File: src/rtl/motor_ctrl_pkg.sv
// Shared types and helpers for the motor ramp controller.
// Holds the FSM state encoding, default widths and the step-toward-target arithmetic.
package motor_ctrl_pkg;

  localparam int unsigned DEF_DUTY_WIDTH = 15;
  localparam int unsigned DEF_STEP_WIDTH = 8;
  localparam int unsigned DEF_DIV_WIDTH  = 16;

  typedef enum logic [1:0] {
    IDLE = 2'd0,
    DEAD = 2'd1,
    RAMP = 2'd2
  } ctrl_state_e;

  // Move cur toward tgt by at most stp; lands exactly on tgt when within one step.
  function automatic logic [31:0] sat_step(input logic [31:0] cur,
                                           input logic [31:0] tgt,
                                           input logic [31:0] stp);
    logic [31:0] res;
    if (cur < tgt) begin
      res = ((tgt - cur) <= stp) ? tgt : (cur + stp);
    end else begin
      res = ((cur - tgt) <= stp) ? tgt : (cur - stp);
    end
    return res;
  endfunction

endpackage

File: src/rtl/motor_ramp_ctrl_prescaler.sv
// Counts PWM period_start pulses and emits a one-cycle ramp tick every max(ramp_div,1) pulses.
// The tick is combinational so it coincides with the period_start pulse that produces it.
module ramp_prescaler #(
  parameter int unsigned DIV_WIDTH = 16
) (
  input  logic                 clk,
  input  logic                 reset,
  input  logic                 clear,
  input  logic                 period_start,
  input  logic [DIV_WIDTH-1:0] ramp_div,
  output logic                 tick_c
);

  logic [DIV_WIDTH-1:0] count;
  logic [DIV_WIDTH:0]   count_inc;
  logic [DIV_WIDTH:0]   div_eff;

  // A divider of zero behaves as one: every pulse is a tick.
  always_comb begin
    count_inc = {1'b0, count} + (DIV_WIDTH+1)'(1);
    div_eff   = (ramp_div == '0) ? (DIV_WIDTH+1)'(1) : {1'b0, ramp_div};
    tick_c    = !clear && period_start && (count_inc == div_eff);
  end

  always_ff @(posedge clk) begin
    if (reset || clear) begin
      count <= '0;
    end else if (period_start) begin
      count <= tick_c ? '0 : count_inc[DIV_WIDTH-1:0];
    end
  end

endmodule

File: src/rtl/motor_ramp_ctrl.sv
// Duty-cycle sequencer for one DC motor channel: ramps toward the programmed target on
// PWM-aligned ticks and brakes to zero with a dead time before reversing the H-bridge.
module motor_ramp_ctrl
  import motor_ctrl_pkg::*;
#(
  parameter int unsigned DUTY_WIDTH = DEF_DUTY_WIDTH,
  parameter int unsigned STEP_WIDTH = DEF_STEP_WIDTH,
  parameter int unsigned DIV_WIDTH  = DEF_DIV_WIDTH
) (
  input  logic                  clk,
  input  logic                  reset,
  input  logic                  enable,
  input  logic [DUTY_WIDTH-1:0] tgt_duty,
  input  logic                  tgt_dir,
  input  logic [STEP_WIDTH-1:0] step,
  input  logic [DIV_WIDTH-1:0]  ramp_div,
  input  logic [DIV_WIDTH-1:0]  dead_cycles,
  input  logic                  period_start,
  output logic [DUTY_WIDTH-1:0] duty,
  output logic                  dir,
  output logic                  busy,
  output logic                  at_target
);

  ctrl_state_e          state;
  logic [DIV_WIDTH-1:0] dead_cnt;
  logic                 tick_c;
  logic                 presc_clear_c;
  logic                 at_target_c;
  logic [DUTY_WIDTH-1:0] ramp_duty_c;
  logic [DUTY_WIDTH-1:0] brake_duty_c;

  // Prescaler only runs in RAMP, so it always starts from zero after a dead time.
  assign presc_clear_c = (state != RAMP);

  ramp_prescaler #(
    .DIV_WIDTH (DIV_WIDTH)
  ) u_prescaler (
    .clk          (clk),
    .reset        (reset),
    .clear        (presc_clear_c),
    .period_start (period_start),
    .ramp_div     (ramp_div),
    .tick_c       (tick_c)
  );

  // Candidate duties for a tick; target is sampled live, braking saturates at zero.
  always_comb begin
    ramp_duty_c  = DUTY_WIDTH'(sat_step(32'(duty), 32'(tgt_duty), 32'(step)));
    brake_duty_c = DUTY_WIDTH'(sat_step(32'(duty), 32'd0, 32'(step)));
    at_target_c  = enable && (state == RAMP) && (duty == tgt_duty) && (dir == tgt_dir);
  end

  // Sequencer: dir only ever changes on DEAD exit, where duty is already zero.
  always_ff @(posedge clk) begin
    if (reset) begin
      state     <= IDLE;
      duty      <= '0;
      dir       <= 1'b0;
      busy      <= 1'b0;
      at_target <= 1'b0;
      dead_cnt  <= '0;
    end else begin
      at_target <= at_target_c;
      busy      <= enable && !at_target_c;
      if (!enable) begin
        state <= IDLE;
        duty  <= '0;
      end else begin
        case (state)
          IDLE: begin
            duty     <= '0;
            state    <= DEAD;
            dead_cnt <= dead_cycles;
          end
          DEAD: begin
            duty <= '0;
            if (dead_cnt == '0) begin
              dir   <= tgt_dir;
              state <= RAMP;
            end else begin
              dead_cnt <= dead_cnt - DIV_WIDTH'(1);
            end
          end
          RAMP: begin
            if (tgt_dir != dir) begin
              if (duty == '0) begin
                state    <= DEAD;
                dead_cnt <= dead_cycles;
              end else if (tick_c) begin
                duty <= brake_duty_c;
              end
            end else if (tick_c) begin
              duty <= ramp_duty_c;
            end
          end
          default: begin
            state <= IDLE;
            duty  <= '0;
          end
        endcase
      end
    end
  end

endmodule

File: config.mk
export PLATFORM = sky130hd
export DESIGN_NAME = motor_ramp_ctrl
export DESIGN_NICKNAME = d
export VERILOG_FILES = /design/src/rtl/motor_ctrl_pkg.sv /design/src/rtl/motor_ramp_ctrl_prescaler.sv /design/src/rtl/motor_ramp_ctrl.sv
export SDC_FILE = /design/constraint.sdc
export NUM_CORES = 1
export LEC_CHECK = 0
export CAP_MARGIN = 5
export CELL_PAD_IN_SITES_DETAIL_PLACEMENT = 1
export CELL_PAD_IN_SITES_GLOBAL_PLACEMENT = 1
export CORE_MARGIN = 3
export CORE_UTILIZATION = 40
export CTS_CLUSTER_SIZE = 20
export DETAILED_ROUTE_END_ITERATION = 10
export PLACE_DENSITY_LB_ADDON = 0.1
export SLEW_MARGIN = 25
export SYNTH_ARGS = -nofsm -noshare
export SYNTH_HDL_FRONTEND = slang
export SYNTH_SLANG_ARGS = --single-unit
File: constraint.sdc
create_clock -name clk -period 7.8 [get_ports clk]
set_input_delay 0.78 -clock clk [delete_from_list [all_inputs] [get_ports clk]]
set_output_delay 0.78 -clock clk [all_outputs]
set_load 0.005 [all_outputs]
# Yosys cells after proc, flatten, opt, wreduce, memory -nomap -nowiden
# Cells that the tools add are included.
# W data, S select, Z words.
[classes] eq_ne=12 bitwise=2 reduce_logical=22 n_addsub=6 muxes=18 order_cmp=4
[ops] op="$mux W15" count=8
[ops] op="$mux W16" count=5
[ops] op="$le A32 B8 Y1" count=2
[ops] op="$pmux W16 S3" count=1
[ops] op="$logic_not A16 Y1" count=2
[ops] op="$sub A15 B15 Y16" count=2
[ops] op="$add A16 B1 Y17 const B" count=1
[ops] op="$eq A17 B17 Y1" count=1
[ops] op="$sub A16 B1 Y16 const B" count=1
[ops] op="$add A15 B8 Y15" count=1
[ops] op="$eq A15 B15 Y1" count=1
[ops] op="$le A15 B8 Y1" count=1
[ops] op="$logic_not A15 Y1" count=1
[ops] op="$lt A15 B15 Y1" count=1
[ops] op="$sub A15 B8 Y15" count=1
[ops] op="$reduce_and A3 Y1" count=3
[ops] op="$ne A2 B2 Y1 const B" count=4
[ops] op="$logic_and A1 B1 Y1" count=6
[ops] op="$mux W2" count=3
[ops] op="$pmux W2 S3" count=1
[ops] op="$reduce_and A5 Y1" count=1
[ops] op="$ne A2 B1 Y1 const B" count=2
[ops] op="$reduce_bool A2 Y1" count=2
[ops] op="$reduce_bool A3 Y1" count=1
[ops] op="10 further kinds" count=12
[word_totals] out_inout_bits=18 inputBits=60 register_bits=52

# Depth between registers and ports, before layout
[depth] ltp_word=7 mapped_depth=20

# Modules after synthesis
# Synthesis repeated with hierarchy kept, for this count alone.
[hier_totals] cells_unflattened=940 hier_area_um2=6837.8
[modules_own_cells] module="motor_ramp_ctrl" instances=1 area_per_inst_um2=5358.9 cells_per_inst=749
[modules_own_cells] module="ramp_prescaler" instances=1 area_per_inst_um2=1478.9 cells_per_inst=191

# Worst setup path before layout
# Ideal clock, no wire load.
[synth_timing] path_type="in2reg" from="input tgt_duty[4]" to="register duty[1]" setup_slack_ps=3713 cell_stages=19 t_arrival_ps=4008 required_time_ps=7721 path_cell_list="inv_1 -> ha_1 -> buf_6 -> a21o_1 -> a21oi_1 -> and2_1 -> o21ai_0 -> xor2_1 -> ha_1 -> a21oi_1 -> o21ai_0 -> a211oi_1 -> o22ai_1 -> nor4_4 -> or2b_1 -> buf_6 -> o221ai_2 -> a22o_1 -> a211oi_2"
[synth_via] elab_chain_cells=6
[synth_lines] item="start, declared" line="motor_ramp_ctrl.sv:13" source="input logic [DUTY_WIDTH-1:0] tgt_duty,"
[synth_lines] item="$sub A15 B15 Y16 (on tied branches)" line="motor_ctrl_pkg.sv:23, motor_ctrl_pkg.sv:21"
[synth_lines] item="$le A32 B8 Y1 (on tied branches)" line="motor_ctrl_pkg.sv:23, motor_ctrl_pkg.sv:21"
[synth_lines] item="$mux W15 (on tied branches)" line="motor_ctrl_pkg.sv:23, motor_ctrl_pkg.sv:21"
[synth_lines] item="$mux W15 (*)" line="motor_ctrl_pkg.sv:20" source="if (cur < tgt) begin"
[synth_lines] item="$mux W15 (*)" line="motor_ramp_ctrl.sv:93" source="end else if (tick_c) begin"
[synth_lines] item="$mux W15 (*)" line="motor_ramp_ctrl.sv:86" source="if (tgt_dir != dir) begin"
[synth_lines] item="end signal, assigned" line="motor_ramp_ctrl.sv:91" source="duty <= brake_duty_c;"
[synth_lines] item="end signal, assigned" line="motor_ramp_ctrl.sv:94" source="duty <= ramp_duty_c;"
[synth_lines] item="end, declared" line="motor_ramp_ctrl.sv:19" source="output logic [DUTY_WIDTH-1:0] duty,"
# Mark *: on every way between the ends. The rest lies on a longest branch, timed or not. The select of a mux whose other input is x is not followed.
# A chain may end at the register's enable or synchronous reset.

# Worst setup path after layout
[layout_timing] from="input tgt_duty[3]" to="register duty[0]"
# Same word-level chain as after synthesis.

==> impl_metrics.xml <==
<?xml version="1.0" encoding="UTF-8"?>
<metrics>
  <group name="global_routing">
    <metric name="first_global_vias" unit="">7269</metric>
    <metric name="most_congested_layer_reported_by_global_routing" unit="">met2</metric>
    <metric name="antenna_violations_before_repair" unit="">0</metric>
    <metric name="grtUsageMet1" unit="%">30.37</metric>
    <metric name="globalRouteMet2Util" unit="%">47.69</metric>
    <metric name="grt_first_pass_wirelength" unit="um">37520</metric>
    <metric name="leftover_overflow_at_the_end_of_global_routing" unit="">0</metric>
    <metric name="gr-usage-met3" unit="%">3.021</metric>
    <metric name="grt_start_max_net_pins" unit="">29</metric>
    <metric name="globalRouteTotalUtil" unit="%">25.53</metric>
  </group>
  <group name="clocking">
    <metric name="clock_tree.root_cell" unit="">sky130_fd_sc_hd__clkbuf_16</metric>
    <metric name="cts_repair_resizes" unit="">0</metric>
    <metric name="cts_num_sinks" unit="">52</metric>
    <metric name="cts_inserted_buffers" unit="">5</metric>
    <metric name="post_cts_buffers" unit="">0</metric>
    <metric name="clock_pin_slew_of_the_registers_on_the_worst_case_setup_and_hold_paths" unit="ps">80</metric>
    <metric name="h_tree_depth" unit="">2</metric>
    <metric name="cts.path.max_buffers" unit="">2</metric>
    <metric name="number_of_buffers_inserted_by_hold_repair_at_cts" unit="">0</metric>
    <metric name="tritoncts" unit="">built</metric>
    <metric name="clk_latency" unit="ps">300</metric>
  </group>
  <group name="critical_path">
    <metric name="required" unit="ps">8020</metric>
    <metric name="crit_path_end_kind" unit="">register</metric>
    <metric name="timing.critical_path.arrival" unit="ps">5320</metric>
    <metric name="worst-path-max-fanout" unit="">15</metric>
    <metric name="class_of_the_most_critical_setup_path" unit="">in2reg</metric>
    <metric name="timing.critical_path.from_type" unit="">input pin</metric>
  </group>
  <group name="drt">
    <metric name="drt_first_pass_iters" unit="">5</metric>
    <metric name="via_count" unit="">6896</metric>
    <metric name="routed_via_density" unit="">6.002</metric>
    <metric name="postRouteAntennaNets" unit="">0</metric>
    <metric name="wl_per_cell" unit="um">20.07</metric>
    <metric name="wl" unit="um">23060</metric>
    <metric name="detail_route.drc_violations" unit="">0</metric>
    <metric name="detail_route.iter0.violations" unit="">333</metric>
  </group>
  <group name="placement">
    <metric name="place_congestion" unit="">0.9900</metric>
    <metric name="dp.final_hpwl" unit="um">18410</metric>
    <metric name="pre_cts_ws" unit="ps">2396</metric>
    <metric name="numPortBuffers" unit="">77</metric>
    <metric name="placedInstanceArea" unit="sq um">7287</metric>
  </group>
  <group name="timing">
    <metric name="fin_worst_hold_slack" unit="ps">488.0</metric>
    <metric name="min_setup_slack_post_route" unit="ps">2697</metric>
    <metric name="final_max_slew_viol_count" unit="">0</metric>
    <metric name="timing.clock.skew" unit="ps">8.453</metric>
    <metric name="final.period_utilization" unit="%">65.43</metric>
    <metric name="rsz_0062_raised_after_global_routing" unit="">false</metric>
    <metric name="sum_of_negative_setup_slack" unit="ps">0</metric>
    <metric name="max_freq" unit="GHz">0.1960</metric>
    <metric name="timing_hold_violations_final" unit="">0</metric>
    <metric name="period_minus_slack" unit="ps">5103</metric>
    <metric name="max-slew-margin-rel" unit="%">32.05</metric>
    <metric name="worst_pin_slew" unit="ps">1019</metric>
    <metric name="setup_violations" unit="">0</metric>
  </group>
  <group name="synthesis">
    <metric name="synthesis.nets" unit="">1026</metric>
    <metric name="syn_area" unit="sq um">6470</metric>
    <metric name="netlist_instances" unit="">899</metric>
    <metric name="ys_warn_count" unit="">0</metric>
    <metric name="synth-async-reset-ratio" unit="%">0</metric>
    <metric name="yosysUniqueCellTypes" unit="">78</metric>
    <metric name="yosys_most_used_dff" unit="">sky130_fd_sc_hd__dfxtp_1</metric>
    <metric name="number_of_synthesized_flops_with_an_enable_pin" unit="">0</metric>
    <metric name="synth-seq-area-share" unit="%">16.09</metric>
    <metric name="ys_seq_elements" unit="">52</metric>
    <metric name="synth_area_per_cell" unit="sq um">7.197</metric>
  </group>
  <group name="cells_and_area">
    <metric name="layout.core_utilization" unit="%">47.99</metric>
    <metric name="fin_nets" unit="">1064</metric>
    <metric name="finish.instance_area" unit="sq um">7457</metric>
    <metric name="layout_commonest_cell" unit="">sky130_fd_sc_hd__nor2_1</metric>
    <metric name="antennaDiodeCount" unit="">0</metric>
    <metric name="layout.cells.most_common_list" unit="">97 x sky130_fd_sc_hd__nor2_1, 89 x sky130_fd_sc_hd__a21oi_1, 77 x sky130_fd_sc_hd__clkdlybuf4s50_1</metric>
    <metric name="layout-area-overhead-vs-synth" unit="%">15.26</metric>
    <metric name="post_route_cells_drive_above_1_share" unit="%">3.838</metric>
  </group>
  <group name="die">
    <metric name="fp.dieArea" unit="sq um">17740</metric>
    <metric name="initial_core_util" unit="%">41.63</metric>
    <metric name="die_w" unit="um">133.2</metric>
    <metric name="design.core.area" unit="sq um">15540</metric>
    <metric name="floorplan.io_pins" unit="">78</metric>
    <metric name="std_cell_rows" unit="">45</metric>
    <metric name="die_y" unit="um">133.2</metric>
  </group>
  <group name="power_and_ir_drop">
    <metric name="power.static_leakage" unit="nW">2.839</metric>
    <metric name="power_per_cell_area" unit="nW/um^2">102.6</metric>
    <metric name="vdd_drop_max" unit="mV">0.07664</metric>
  </group>
  <group name="min_path">
    <metric name="min_path_type" unit="">reg2reg</metric>
  </group>
  <group name="job">
    <metric name="max_cap_viol_count" unit="">0</metric>
  </group>
  <group name="status">
    <metric name="run_status" unit="">completed</metric>
  </group>
</metrics>
## metrics by stage
stage | total power, W | cells
2_1_floorplan | 0.0004230 | 899
3_3_place_gp | 0.0004949 | 1141
3_5_place_dp | 0.0005036 | 1141
4_1_cts | 0.0007710 | 1149
5_1_grt | 0.0008077 | 1149
6_report | 0.0007653 | 1149
## metal layers
metal	share of wire [%]	up-vias	wire, um
met2	51	166	11830
met5	0	-	0
li1	-	3308	-
met1	42	3382	9761
met3	3.6	40	838
met4	2.7	0	633
## worst max-delay path, cell delays in order
cell and delay, ps:
sky130_fd_sc_hd__clkdlybuf4s50_1 540, sky130_fd_sc_hd__inv_1 60, sky130_fd_sc_hd__ha_1 530, sky130_fd_sc_hd__o211ai_1 150, sky130_fd_sc_hd__a21oi_1 270, sky130_fd_sc_hd__nor2_1 140, sky130_fd_sc_hd__o21ai_0 240, sky130_fd_sc_hd__xor2_1 110
sky130_fd_sc_hd__ha_1 330, sky130_fd_sc_hd__nand2_1 70, sky130_fd_sc_hd__o21ai_0 260, sky130_fd_sc_hd__mux2i_1 130, sky130_fd_sc_hd__a21o_1 170, sky130_fd_sc_hd__o2111ai_1 120, sky130_fd_sc_hd__nor4_2 120, sky130_fd_sc_hd__a22oi_2 660
sky130_fd_sc_hd__a21oi_1 150, sky130_fd_sc_hd__o221a_1 290, sky130_fd_sc_hd__a211oi_1 210
## cell type report
class | count | area (sq um)
Timing Repair Buffer | 78 | 778.2
Clock buffer | 6 | 128.9
Fill cell | 1994 | 8083
Tap cell | 211 | 264.0
Sequential cell | 52 | 1041
Clock inverter | 2 | 38.79
Inverter | 63 | 236.5
Multi-Input combinational cell | 737 | 4970
## registers in the layout (all words and copies together), names as in the netlist
signal	flops
dead_cnt	16
u_prescaler.count	16
duty	15
state	2
at_target	1
busy	1
dir	1
## cell usage after synthesis, drive strengths merged (10+ instances only)
library cell	count	area [sq um]
nor2	97	364.1
a21oi	89	445.4
o21ai	68	344.1
ha	63	788.3
inv	63	236.5
dfxtp	52	1041
nand2	51	193.9
xnor2	50	437.9
nand3	29	155.2
clkbuf	27	102.6
nor3	27	145.1
nand2b	22	137.6
nand4	22	143.9
buf	20	122.6
a211oi	18	140.1
a21o	18	135.1
nor4	16	155.2
xor2	14	122.6
nor2b	11	68.82
a31oi	10	62.56
o22ai	10	62.56
## kinds of logic after synthesis
kind of cell	Yosys count	share of synthesized area [%]
DFF	52	16.09
adders and majority gates	67	13.42
buffers and inverters	110	7.136
xor gates and xnor gates	64	8.664
muxes	8	1.276
AOI/OAI and AO/OA	278	27.29
and+or+nand+nor	320	26.13
## power by group
part / total, W / switching, W / leakage, nW / internal (W)
registers: 0.000280 / 0.00000746 / 0.422 / 0.000272
clock network: 0.000266 / 0.000113 / 0.0815 / 0.000153
logic: 0.000219 / 0.000125 / 2.34 / 0.0000940
total: 0.000765 / 0.000245 / 2.84 / 0.000520
## worst paths after layout
kind                                   start            to  slack, ps  depth (start not counted)
worst max-delay path             tgt_duty[3]       duty[0]       2700                         19
worst max register to register       duty[1]       duty[0]       3340                         15
worst min register to register  dead_cnt[12]  dead_cnt[12]        490                          2
worst min-delay path            dead_cnt[12]  dead_cnt[12]        490                          2
Power figures use the tool's default switching activity.
